[src/rtl/sram_lsu_pkg.sv]
// sram_lsu_pkg: access-size and FSM encodings shared by the load/store unit
package sram_lsu_pkg;
  typedef enum logic [1:0] {SZ_B = 2'd0, SZ_H = 2'd1, SZ_W = 2'd2, SZ_D = 2'd3} size_e;
  typedef enum logic [1:0] {IDLE = 2'd0, RD_WAIT = 2'd1, RESP = 2'd2} state_e;
  function automatic logic [2:0] align_mask(input logic [1:0] size);
    return size == SZ_B ? 3'd0 : size == SZ_H ? 3'd1 : size == SZ_W ? 3'd3 : 3'd7;
  endfunction
endpackage

[src/rtl/sram_lsu_if.sv]
// sram_lsu_if: pipeline request/response and sram data-port signals of the load/store unit
interface sram_lsu_if #(parameter int ADDR_W = 64);
  logic              req_valid;
  logic              req_ready;
  logic              req_wen;
  logic [1:0]        req_size;
  logic              req_signed;
  logic [ADDR_W-1:0] req_addr;
  logic [63:0]       req_wdata;
  logic              resp_valid;
  logic              resp_ready;
  logic [63:0]       resp_rdata;
  logic              resp_err;
  logic              sram_en;
  logic [7:0]        sram_we;
  logic [ADDR_W-1:0] sram_addr;
  logic [63:0]       sram_wdata;
  logic [63:0]       sram_rdata;
  modport master (
    output req_valid, req_wen, req_size, req_signed, req_addr, req_wdata, resp_ready, sram_rdata,
    input  req_ready, resp_valid, resp_rdata, resp_err, sram_en, sram_we, sram_addr, sram_wdata
  );
  modport slave (
    input  req_valid, req_wen, req_size, req_signed, req_addr, req_wdata, resp_ready, sram_rdata,
    output req_ready, resp_valid, resp_rdata, resp_err, sram_en, sram_we, sram_addr, sram_wdata
  );
endinterface

[src/rtl/sram_lsu_align.sv]
// sram_lsu_align: byte-lane strobe/data shift for stores, shift and sign/zero extend for loads
module sram_lsu_align
  import sram_lsu_pkg::*;
(
  input  logic [1:0]  i_st_size,
  input  logic [2:0]  i_st_off,
  input  logic [63:0] i_st_data,
  output logic [7:0]  o_st_we,
  output logic [63:0] o_st_data,
  input  logic [1:0]  i_ld_size,
  input  logic [2:0]  i_ld_off,
  input  logic        i_ld_signed,
  input  logic [63:0] i_ld_data,
  output logic [63:0] o_ld_data
);
  logic [7:0]  w_mask;
  logic [63:0] w_sh;
  always_comb begin
    w_mask = i_st_size == SZ_B ? 8'h01 : i_st_size == SZ_H ? 8'h03 : i_st_size == SZ_W ? 8'h0F : 8'hFF;
    o_st_we = w_mask << i_st_off;
    o_st_data = i_st_data << {i_st_off, 3'b0};
    w_sh = i_ld_data >> {i_ld_off, 3'b0};
    o_ld_data = i_ld_size == SZ_B ? {{56{i_ld_signed & w_sh[7]}}, w_sh[7:0]}
              : i_ld_size == SZ_H ? {{48{i_ld_signed & w_sh[15]}}, w_sh[15:0]}
              : i_ld_size == SZ_W ? {{32{i_ld_signed & w_sh[31]}}, w_sh[31:0]}
              : w_sh;
  end
endmodule

[src/rtl/sram_lsu.sv]
// sram_lsu: single-outstanding load/store initiator for the data sram with misalignment errors
module sram_lsu
  import sram_lsu_pkg::*;
#(
  parameter int ADDR_W          = 64,
  parameter bit ERR_ON_MISALIGN = 1'b1
) (
  input logic       clk,
  input logic       rst,
  sram_lsu_if.slave lsu
);
  state_e      r_state;
  state_e      w_next;
  logic [2:0]  r_off;
  logic [1:0]  r_size;
  logic        r_signed;
  logic        r_err;
  logic [63:0] r_rdata;
  logic [2:0]  w_off;
  logic        w_acc;
  logic        w_err;
  logic        w_go;
  logic [7:0]  w_we;
  logic [63:0] w_wdata;
  logic [63:0] w_ldata;
  assign w_off = lsu.req_addr[2:0];
  sram_lsu_align u_align (
    .i_st_size   (lsu.req_size),
    .i_st_off    (w_off),
    .i_st_data   (lsu.req_wdata),
    .o_st_we     (w_we),
    .o_st_data   (w_wdata),
    .i_ld_size   (r_size),
    .i_ld_off    (r_off),
    .i_ld_signed (r_signed),
    .i_ld_data   (lsu.sram_rdata),
    .o_ld_data   (w_ldata)
  );
  always_ff @(posedge clk) begin
    if (rst) r_state <= IDLE;
    else r_state <= w_next;
  end
  // sram outputs only carry the request in its accept cycle; errors never reach the sram
  always_comb begin
    lsu.req_ready = r_state == IDLE && !rst;
    w_acc = lsu.req_valid && r_state == IDLE && !rst;
    w_err = ERR_ON_MISALIGN && (w_off & align_mask(lsu.req_size)) != 3'd0;
    w_go = w_acc && !w_err;
    lsu.sram_en = w_go;
    lsu.sram_we = w_go && lsu.req_wen ? w_we : 8'h00;
    lsu.sram_addr = w_go ? {lsu.req_addr[ADDR_W-1:3], 3'b0} : '0;
    lsu.sram_wdata = w_go && lsu.req_wen ? w_wdata : 64'h0;
    w_next = r_state == IDLE ? (!w_acc ? IDLE : (w_err || lsu.req_wen) ? RESP : RD_WAIT)
           : r_state == RD_WAIT ? RESP
           : lsu.resp_ready ? IDLE : RESP;
    lsu.resp_valid = r_state == RESP;
    lsu.resp_rdata = r_rdata;
    lsu.resp_err = r_err;
  end
  always_ff @(posedge clk) begin
    if (rst) begin
      r_off <= 3'd0;
      r_size <= 2'd0;
      r_signed <= 1'b0;
      r_err <= 1'b0;
      r_rdata <= 64'h0;
    end else if (w_acc) begin
      r_off <= w_off;
      r_size <= lsu.req_size;
      r_signed <= lsu.req_signed;
      r_err <= w_err;
      r_rdata <= 64'h0;
    end else if (r_state == RD_WAIT) begin
      r_rdata <= w_ldata;
    end
  end
endmodule
[src/flat_wrapper.sv]
// flat-port wrapper written by rule: the top's interface ports become plain ports
module sram_lsu_flat import sram_lsu_pkg::*;
#(
  parameter int ADDR_W          = 64,
  parameter bit ERR_ON_MISALIGN = 1'b1
)
  (clk, rst, lsu_req_valid, lsu_req_wen, lsu_req_size, lsu_req_signed, lsu_req_addr, lsu_req_wdata, lsu_resp_ready, lsu_sram_rdata, lsu_req_ready, lsu_resp_valid, lsu_resp_rdata, lsu_resp_err, lsu_sram_en, lsu_sram_we, lsu_sram_addr, lsu_sram_wdata);
  sram_lsu_if #(.ADDR_W(ADDR_W)) lsu_i ();
  input logic clk;
  input logic rst;
  input wire logic [$bits(lsu_i.req_valid)-1:0] lsu_req_valid;
  input wire logic [$bits(lsu_i.req_wen)-1:0] lsu_req_wen;
  input wire logic [$bits(lsu_i.req_size)-1:0] lsu_req_size;
  input wire logic [$bits(lsu_i.req_signed)-1:0] lsu_req_signed;
  input wire logic [$bits(lsu_i.req_addr)-1:0] lsu_req_addr;
  input wire logic [$bits(lsu_i.req_wdata)-1:0] lsu_req_wdata;
  input wire logic [$bits(lsu_i.resp_ready)-1:0] lsu_resp_ready;
  input wire logic [$bits(lsu_i.sram_rdata)-1:0] lsu_sram_rdata;
  output wire logic [$bits(lsu_i.req_ready)-1:0] lsu_req_ready;
  output wire logic [$bits(lsu_i.resp_valid)-1:0] lsu_resp_valid;
  output wire logic [$bits(lsu_i.resp_rdata)-1:0] lsu_resp_rdata;
  output wire logic [$bits(lsu_i.resp_err)-1:0] lsu_resp_err;
  output wire logic [$bits(lsu_i.sram_en)-1:0] lsu_sram_en;
  output wire logic [$bits(lsu_i.sram_we)-1:0] lsu_sram_we;
  output wire logic [$bits(lsu_i.sram_addr)-1:0] lsu_sram_addr;
  output wire logic [$bits(lsu_i.sram_wdata)-1:0] lsu_sram_wdata;
  assign lsu_i.req_valid = lsu_req_valid;
  assign lsu_i.req_wen = lsu_req_wen;
  assign lsu_i.req_size = lsu_req_size;
  assign lsu_i.req_signed = lsu_req_signed;
  assign lsu_i.req_addr = lsu_req_addr;
  assign lsu_i.req_wdata = lsu_req_wdata;
  assign lsu_i.resp_ready = lsu_resp_ready;
  assign lsu_i.sram_rdata = lsu_sram_rdata;
  assign lsu_req_ready = lsu_i.req_ready;
  assign lsu_resp_valid = lsu_i.resp_valid;
  assign lsu_resp_rdata = lsu_i.resp_rdata;
  assign lsu_resp_err = lsu_i.resp_err;
  assign lsu_sram_en = lsu_i.sram_en;
  assign lsu_sram_we = lsu_i.sram_we;
  assign lsu_sram_addr = lsu_i.sram_addr;
  assign lsu_sram_wdata = lsu_i.sram_wdata;
  sram_lsu #(.ADDR_W(ADDR_W), .ERR_ON_MISALIGN(ERR_ON_MISALIGN)) u_core (.clk(clk), .rst(rst), .lsu(lsu_i));
endmodule
[config.mk]
export PLATFORM = sky130hd
export DESIGN_NAME = sram_lsu_flat
export DESIGN_NICKNAME = d
export VERILOG_FILES = /design/src/rtl/sram_lsu_pkg.sv /design/src/rtl/sram_lsu_if.sv /design/src/rtl/sram_lsu_align.sv /design/src/rtl/sram_lsu.sv /design/src/flat_wrapper.sv
export SDC_FILE = /design/constraint.sdc
export NUM_CORES = 1
export LEC_CHECK = 0
export ABC_AREA = 1
export CORE_MARGIN = 2
export CORE_UTILIZATION = 30
export CTS_BUF_LIST = sky130_fd_sc_hd__clkbuf_8 sky130_fd_sc_hd__clkbuf_16
export CTS_CLUSTER_DIAMETER = 120
export DETAILED_ROUTE_END_ITERATION = 8
export PLACE_DENSITY = 0.64
export SETUP_SLACK_MARGIN = 0.2
export SYNTH_ARGS = -nofsm -noshare
export SYNTH_HDL_FRONTEND = slang
export SYNTH_SLANG_ARGS = --single-unit
[constraint.sdc]
create_clock -name clk -period 2.6 [get_ports clk]
set_clock_uncertainty 0.1 [all_clocks]
set_input_delay 0.26 -clock clk [delete_from_list [all_inputs] [get_ports clk]]
set_output_delay 0.26 -clock clk [all_outputs]
set_load 0.01 [all_outputs]
* Word level (Yosys, flattened, before mapping)
Index checks and enable logic that the tools add are counted.
Operators by class: equal/unequal tests 6, shifts and indexed selects 3, multiplexer cells 17, bitwise logic cells 4, reductions and logical operators 13
Operators by type and width (number):
- 64-bit two-way mux | 5
- 64-bit by 6-bit << shifter with 64-bit output | 1
- 64-bit by 6-bit >> shifter with 64-bit output | 1
- 8-bit two-way mux | 4
- 2-bit two-way mux | 5
- 3-bit two-way mux | 3
- 8-bit by 3-bit << shifter with 8-bit output | 1
- 2-bit by 1-bit == test with 1-bit output, second input constant | 3
- 2-bit == test, second input constant | 3
- 2-bit logical NOT | 3
- 1-bit logical AND | 5
- 1-bit AND | 3
- 3-bit AND | 1
- 3-bit nonzero test | 1
- 1-bit logical NOT | 2
- 2-bit OR reduction | 1
- 1-bit logical OR | 1
Word-level totals: register bits after elaboration 73, input port bits 200, output and inout bits 204, word-level logic and storage cells 49

* Longest topological paths before layout
word-level depth 10, depth in mapped cells 12, gate-level depth less buffers 10

* Hierarchy
Synthesis repeated with hierarchy kept, for this count alone.
Unflattened totals: cells, all modules 1541, area, all modules 8084.0 um^2
By module, submodules not included:
- sram_lsu_align | times used 1, cells each 920, area each 4216.5 um^2, seq. area each 0.0 um^2
- sram_lsu | times used 1, cells each 621, area each 3867.5 um^2, seq. area each 1461.4 um^2

* Least setup slack after synthesis
Ideal clock, no wire load.
path kind register to output, from register u_core.r_state[0], to output port lsu_sram_wdata[32], data arrival time 1.418 ns, data required time 2.240 ns, slack 0.822 ns, stages on the path, launching flop included 7, buffers on the path 1, path through dfxtp_1 nor3_4 nand2_4 nor2_8 nand2_4 buf_6 nor2_1
On the way: longest elaborated chain between the ends 6
Ends and longest elaborated chain:
- from (decl) | RTL line sram_lsu.sv:12 | state_e r_state;
- from (signal assigned) | RTL line sram_lsu.sv:41 | else r_state <= w_next;
- 2-bit logical NOT | RTL line sram_lsu.sv:46 | w_acc = lsu.req_valid && r_state == IDLE && !rst;
- 1-bit logical AND (2 in series) | RTL line sram_lsu.sv:46
- 1-bit logical AND | RTL line sram_lsu.sv:48 | w_go = w_acc && !w_err;
- net lsu_sram_en | RTL line flat_wrapper.sv:23 | output wire logic [$bits(lsu_i.sram_en)-1:0] lsu_sram_en;
- 1-bit logical AND | RTL line sram_lsu.sv:52 | lsu.sram_wdata = w_go && lsu.req_wen ? w_wdata : 64'h0;
- 64-bit two-way mux | RTL line sram_lsu.sv:52
- to (decl) | RTL line flat_wrapper.sv:26 | output wire logic [$bits(lsu_i.sram_wdata)-1:0] lsu_sram_wdata;
The timed path passes the listed nets, and every way through them passes these cells.

* Worst setup path in the final report
from register u_core.r_state[1], to output port lsu_sram_addr[14]
On the way: longest elaborated chain between the ends 5
Ends and longest elaborated chain:
- 2-bit logical NOT | RTL line sram_lsu.sv:46
- 1-bit logical AND (2 in series) | RTL line sram_lsu.sv:46
- 1-bit logical AND | RTL line sram_lsu.sv:48
- 64-bit two-way mux | RTL line sram_lsu.sv:51 | lsu.sram_addr = w_go ? {lsu.req_addr[ADDR_W-1:3], 3'b0} : '0;
- to (decl) | RTL line flat_wrapper.sv:25 | output wire logic [$bits(lsu_i.sram_addr)-1:0] lsu_sram_addr;
No other way between the ends.

==> results.sh <==
export IMPL_ys_seq_area_frac=0.198
export IMPL_hp_class="primary input to register"
export IMPL_synth_cell_area_um2=7390
export IMPL_synth_simple_area_share=0.384
export IMPL_fmax_ghz=0.407
export IMPL_cts_sinks=73
export IMPL_dr_pass1_iters=5
export IMPL_synth_warnings=0
export IMPL_dp_cells=2036
export IMPL_synth_fa_ha_area_frac=0
export IMPL_worstPathRequired_ns=2.24
export IMPL_fin_cells=2071
export IMPL_vdd_drop_max_v=0.000284
export IMPL_final_area_um2=12400
export IMPL_synth_compound_area_frac=0.245
export IMPL_rsz0062_at_grt="yes"
export IMPL_fin_crit_sh=0.945
export IMPL_drcViolationCount=0
export IMPL_fp_dieW_um=161
export IMPL_cp_end_kind="output port"
export IMPL_worstMarginPinSlew_ns=0.833
export IMPL_reg2reg_from="u_core.r_off[0]$_SDFFE_PP0P_"
export IMPL_reg2reg_depth=8
export IMPL_dp_slack_ns=-0.175
export IMPL_area_growth_pct=67.9
export IMPL_synth_top_cell_area_share=0.198
export IMPL_viasPerCell=4.96
export IMPL_synthFlopType="dfxtp_1"
export IMPL_synthXorXnorAreaFrac=0
export IMPL_synth_edff_count=0
export IMPL_multiInputGateArea_um2=4760
export IMPL_status="finished, final reports clean"
export IMPL_placementRows=57
export IMPL_slew_viol_final=0
export IMPL_grt_max_degree=66
export IMPL_h_tree_depth=3
export IMPL_clock_latency_ns=0.35
export IMPL_cts_buffers=9
export IMPL_wl_um=38400
export IMPL_via_count=10270
export IMPL_async_reset_ff_frac=0
export IMPL_ant_nets=0
export IMPL_worstReg2RegEnd="u_core.lsu.resp_rdata[59]$_SDFFE_PP0P_"
export IMPL_fillCellCount=2559
export IMPL_synthTopCellsByArea="dfxtp_1 (20%), nand2_1 (14%), nor2_1 (12%)"
export IMPL_gp_congestion=0.944
export IMPL_syn_avg_cell_area_um2=5.56
export IMPL_overflow=0
export IMPL_clockBufferDepth=2
export IMPL_pwr_density_cell_nw_per_um2=327
export IMPL_setup_reg_to_reg_worst_slack_ns=0.42
export IMPL_hold_violations=0
export IMPL_finalSetupViolCount=0
export IMPL_post_route_min_period_ns=2.46
export IMPL_hp_start="rst"
export IMPL_dp_hpwl_um=30600
export IMPL_clkTransAtPathRegs_ns=0.06
export IMPL_yosysUniqueCellTypes=45
export IMPL_syn_instance_count=1329
export IMPL_synthMuxAreaShare=0.00677
export IMPL_whs_endpoint="u_core.r_state[1]$_SDFF_PP0_"
export IMPL_core_area_um2=24200
export IMPL_whs_path_depth=3
export IMPL_grt_usage=0.284
export IMPL_io_buffers=400
export IMPL_ctsRootBufferMaster="clkbuf_16"
export IMPL_grt_pass1_wl_um=57200
export IMPL_die_h_um=161
export IMPL_synth_top_cell_by_area="dfxtp_1"
export IMPL_synth_seq_cells=73
export IMPL_final_cell_mix="nand2_1 (283), clkdlybuf4s50_1 (264), nor2_1 (228)"
export IMPL_antenna_found_initial=2
export IMPL_post_dp_cell_area_um2=12000
export IMPL_die_area_um2=25900
export IMPL_path_max_fanout=22
export IMPL_final_common_cell="nand2_1"
export IMPL_maxCapViolations=0
export IMPL_worst_slack_ns=0.142
export IMPL_start_util=0.305
export IMPL_relSlewSlack=0.444
export IMPL_regArea_um2=1460
export IMPL_worstSetupStartpointType="register"
export IMPL_crit_arrival_ns=2.10
export IMPL_cts_tree="built"
export IMPL_first_global_vias=9872
export IMPL_p_leak_nw=6.51
export IMPL_path_class="register to output port"
export IMPL_synth_top_family_by_area="simple AND/OR/NAND/NOR gates"
export IMPL_wire_per_inst_um=18.6
export IMPL_ioPinCount=404
export IMPL_drive_gt1_frac=0.119
export IMPL_nets=1941
export IMPL_drt_iter0_markers=869
layout make-up:
type,count,share of cell area
timing repair buffer,507,0.395
multi-input combinational,996,0.384
sequential,73,0.118
inverter,154,0.0473
tap,324,0.0327
clock buffer,9,0.0182
clock inverter,7,0.00494
antenna,1,0.000202
worst max-delay path, cell delays in order, from the launching register on:
cell and delay, ns:
dfxtp_2 0.34, nor3_4 0.21, nand2_4 0.10, nor2_8 0.12, buf_6 0.12, inv_6 0.05
clkbuf_16 0.18, nor2_1 0.09, clkdlybuf4s50_1 0.54
stage by stage:
stage               utilization  power [mW]  TNS, ns  hold slack (ns)
CTS                       0.505        4.05        0            0.292
floorplan                     -        2.03        0            0.229
global route              0.512        4.28        0            0.323
detailed placement        0.494        2.82    -7.48            0.390
global placement          0.494        2.83    -3.02            0.383
finish                    0.512        4.06        0            0.313
routing by layer:
layer | vias up | GRT usage | wire length [µm]
met5 | - | 0 | 16
met1 | 4735 | 0.339 | 15700
met4 | 2 | 0.0499 | 695
met2 | 383 | 0.530 | 19500
met3 | 39 | 0.0575 | 2540
li1 | 5111 | - | -
how the worst max path moves through the flow:
stage / from / to / cells past startpoint
2_1_floorplan: u_core.r_state[0]$_SDFF_PP0_ / lsu_sram_wdata[32] / 6
3_3_place_gp: lsu_req_addr[1] / lsu_sram_we[4] / 8
3_5_place_dp: lsu_req_size[0] / lsu_sram_wdata[33] / 8
4_1_cts: lsu_req_addr[2] / lsu_sram_wdata[52] / 9
5_1_grt: u_core.r_state[1]$_SDFF_PP0_ / lsu_sram_addr[14] / 8
6_report: u_core.r_state[1]$_SDFF_PP0_ / lsu_sram_addr[14] / 8
synth_stat cells (all sizes together), types with 10 or more instances:
library cell and n:
nand3 101, nor2 252, o211ai 39, a21oi 80
a211oi 10, dfxtp 73, nand2 288, clkbuf 44
o22ai 12, o21ai 174, inv 153, nor3 11
buf 64
what timing repair did:
| action | in CTS | in global routing |
|---|---|---|
| setup endpoints to repair | 133 | 89 |
| cloned | 0 | 1 |
| pin swaps | 5 | 2 |
| gates resized for setup | 127 | 79 |
| hold buffers | 0 | 0 |
| buffers inserted | 8 | 9 |
flip-flops by register name, summed over array words and instances (netlist names):
name / flops
u_core.lsu.resp_rdata: 64
u_core.r_size: 2
u_core.r_signed: 1
u_core.r_state: 2
u_core.r_off: 3
u_core.lsu.resp_err: 1
cell families (layout without fill, tap and decap cells):
| family | count (synthesis) | count (layout) |
|---|---|---|
| compound gates | 325 | 325 |
| mux | 5 | 5 |
| flops | 73 | 73 |
| simple gates | 663 | 663 |
| other cells | 1 | 4 |
| buf+inv | 262 | 677 |
power by group:
| part | switching [mW] | total (mW) | internal [mW] |
|---|---|---|---|
| registers | 0.0199 | 1.17 | 1.15 |
| logic | 0.911 | 1.66 | 0.752 |
| clock network | 0.566 | 1.23 | 0.665 |
| total | 1.50 | 4.06 | 2.56 |
Note: power is estimated with default switching activity, not from simulation.
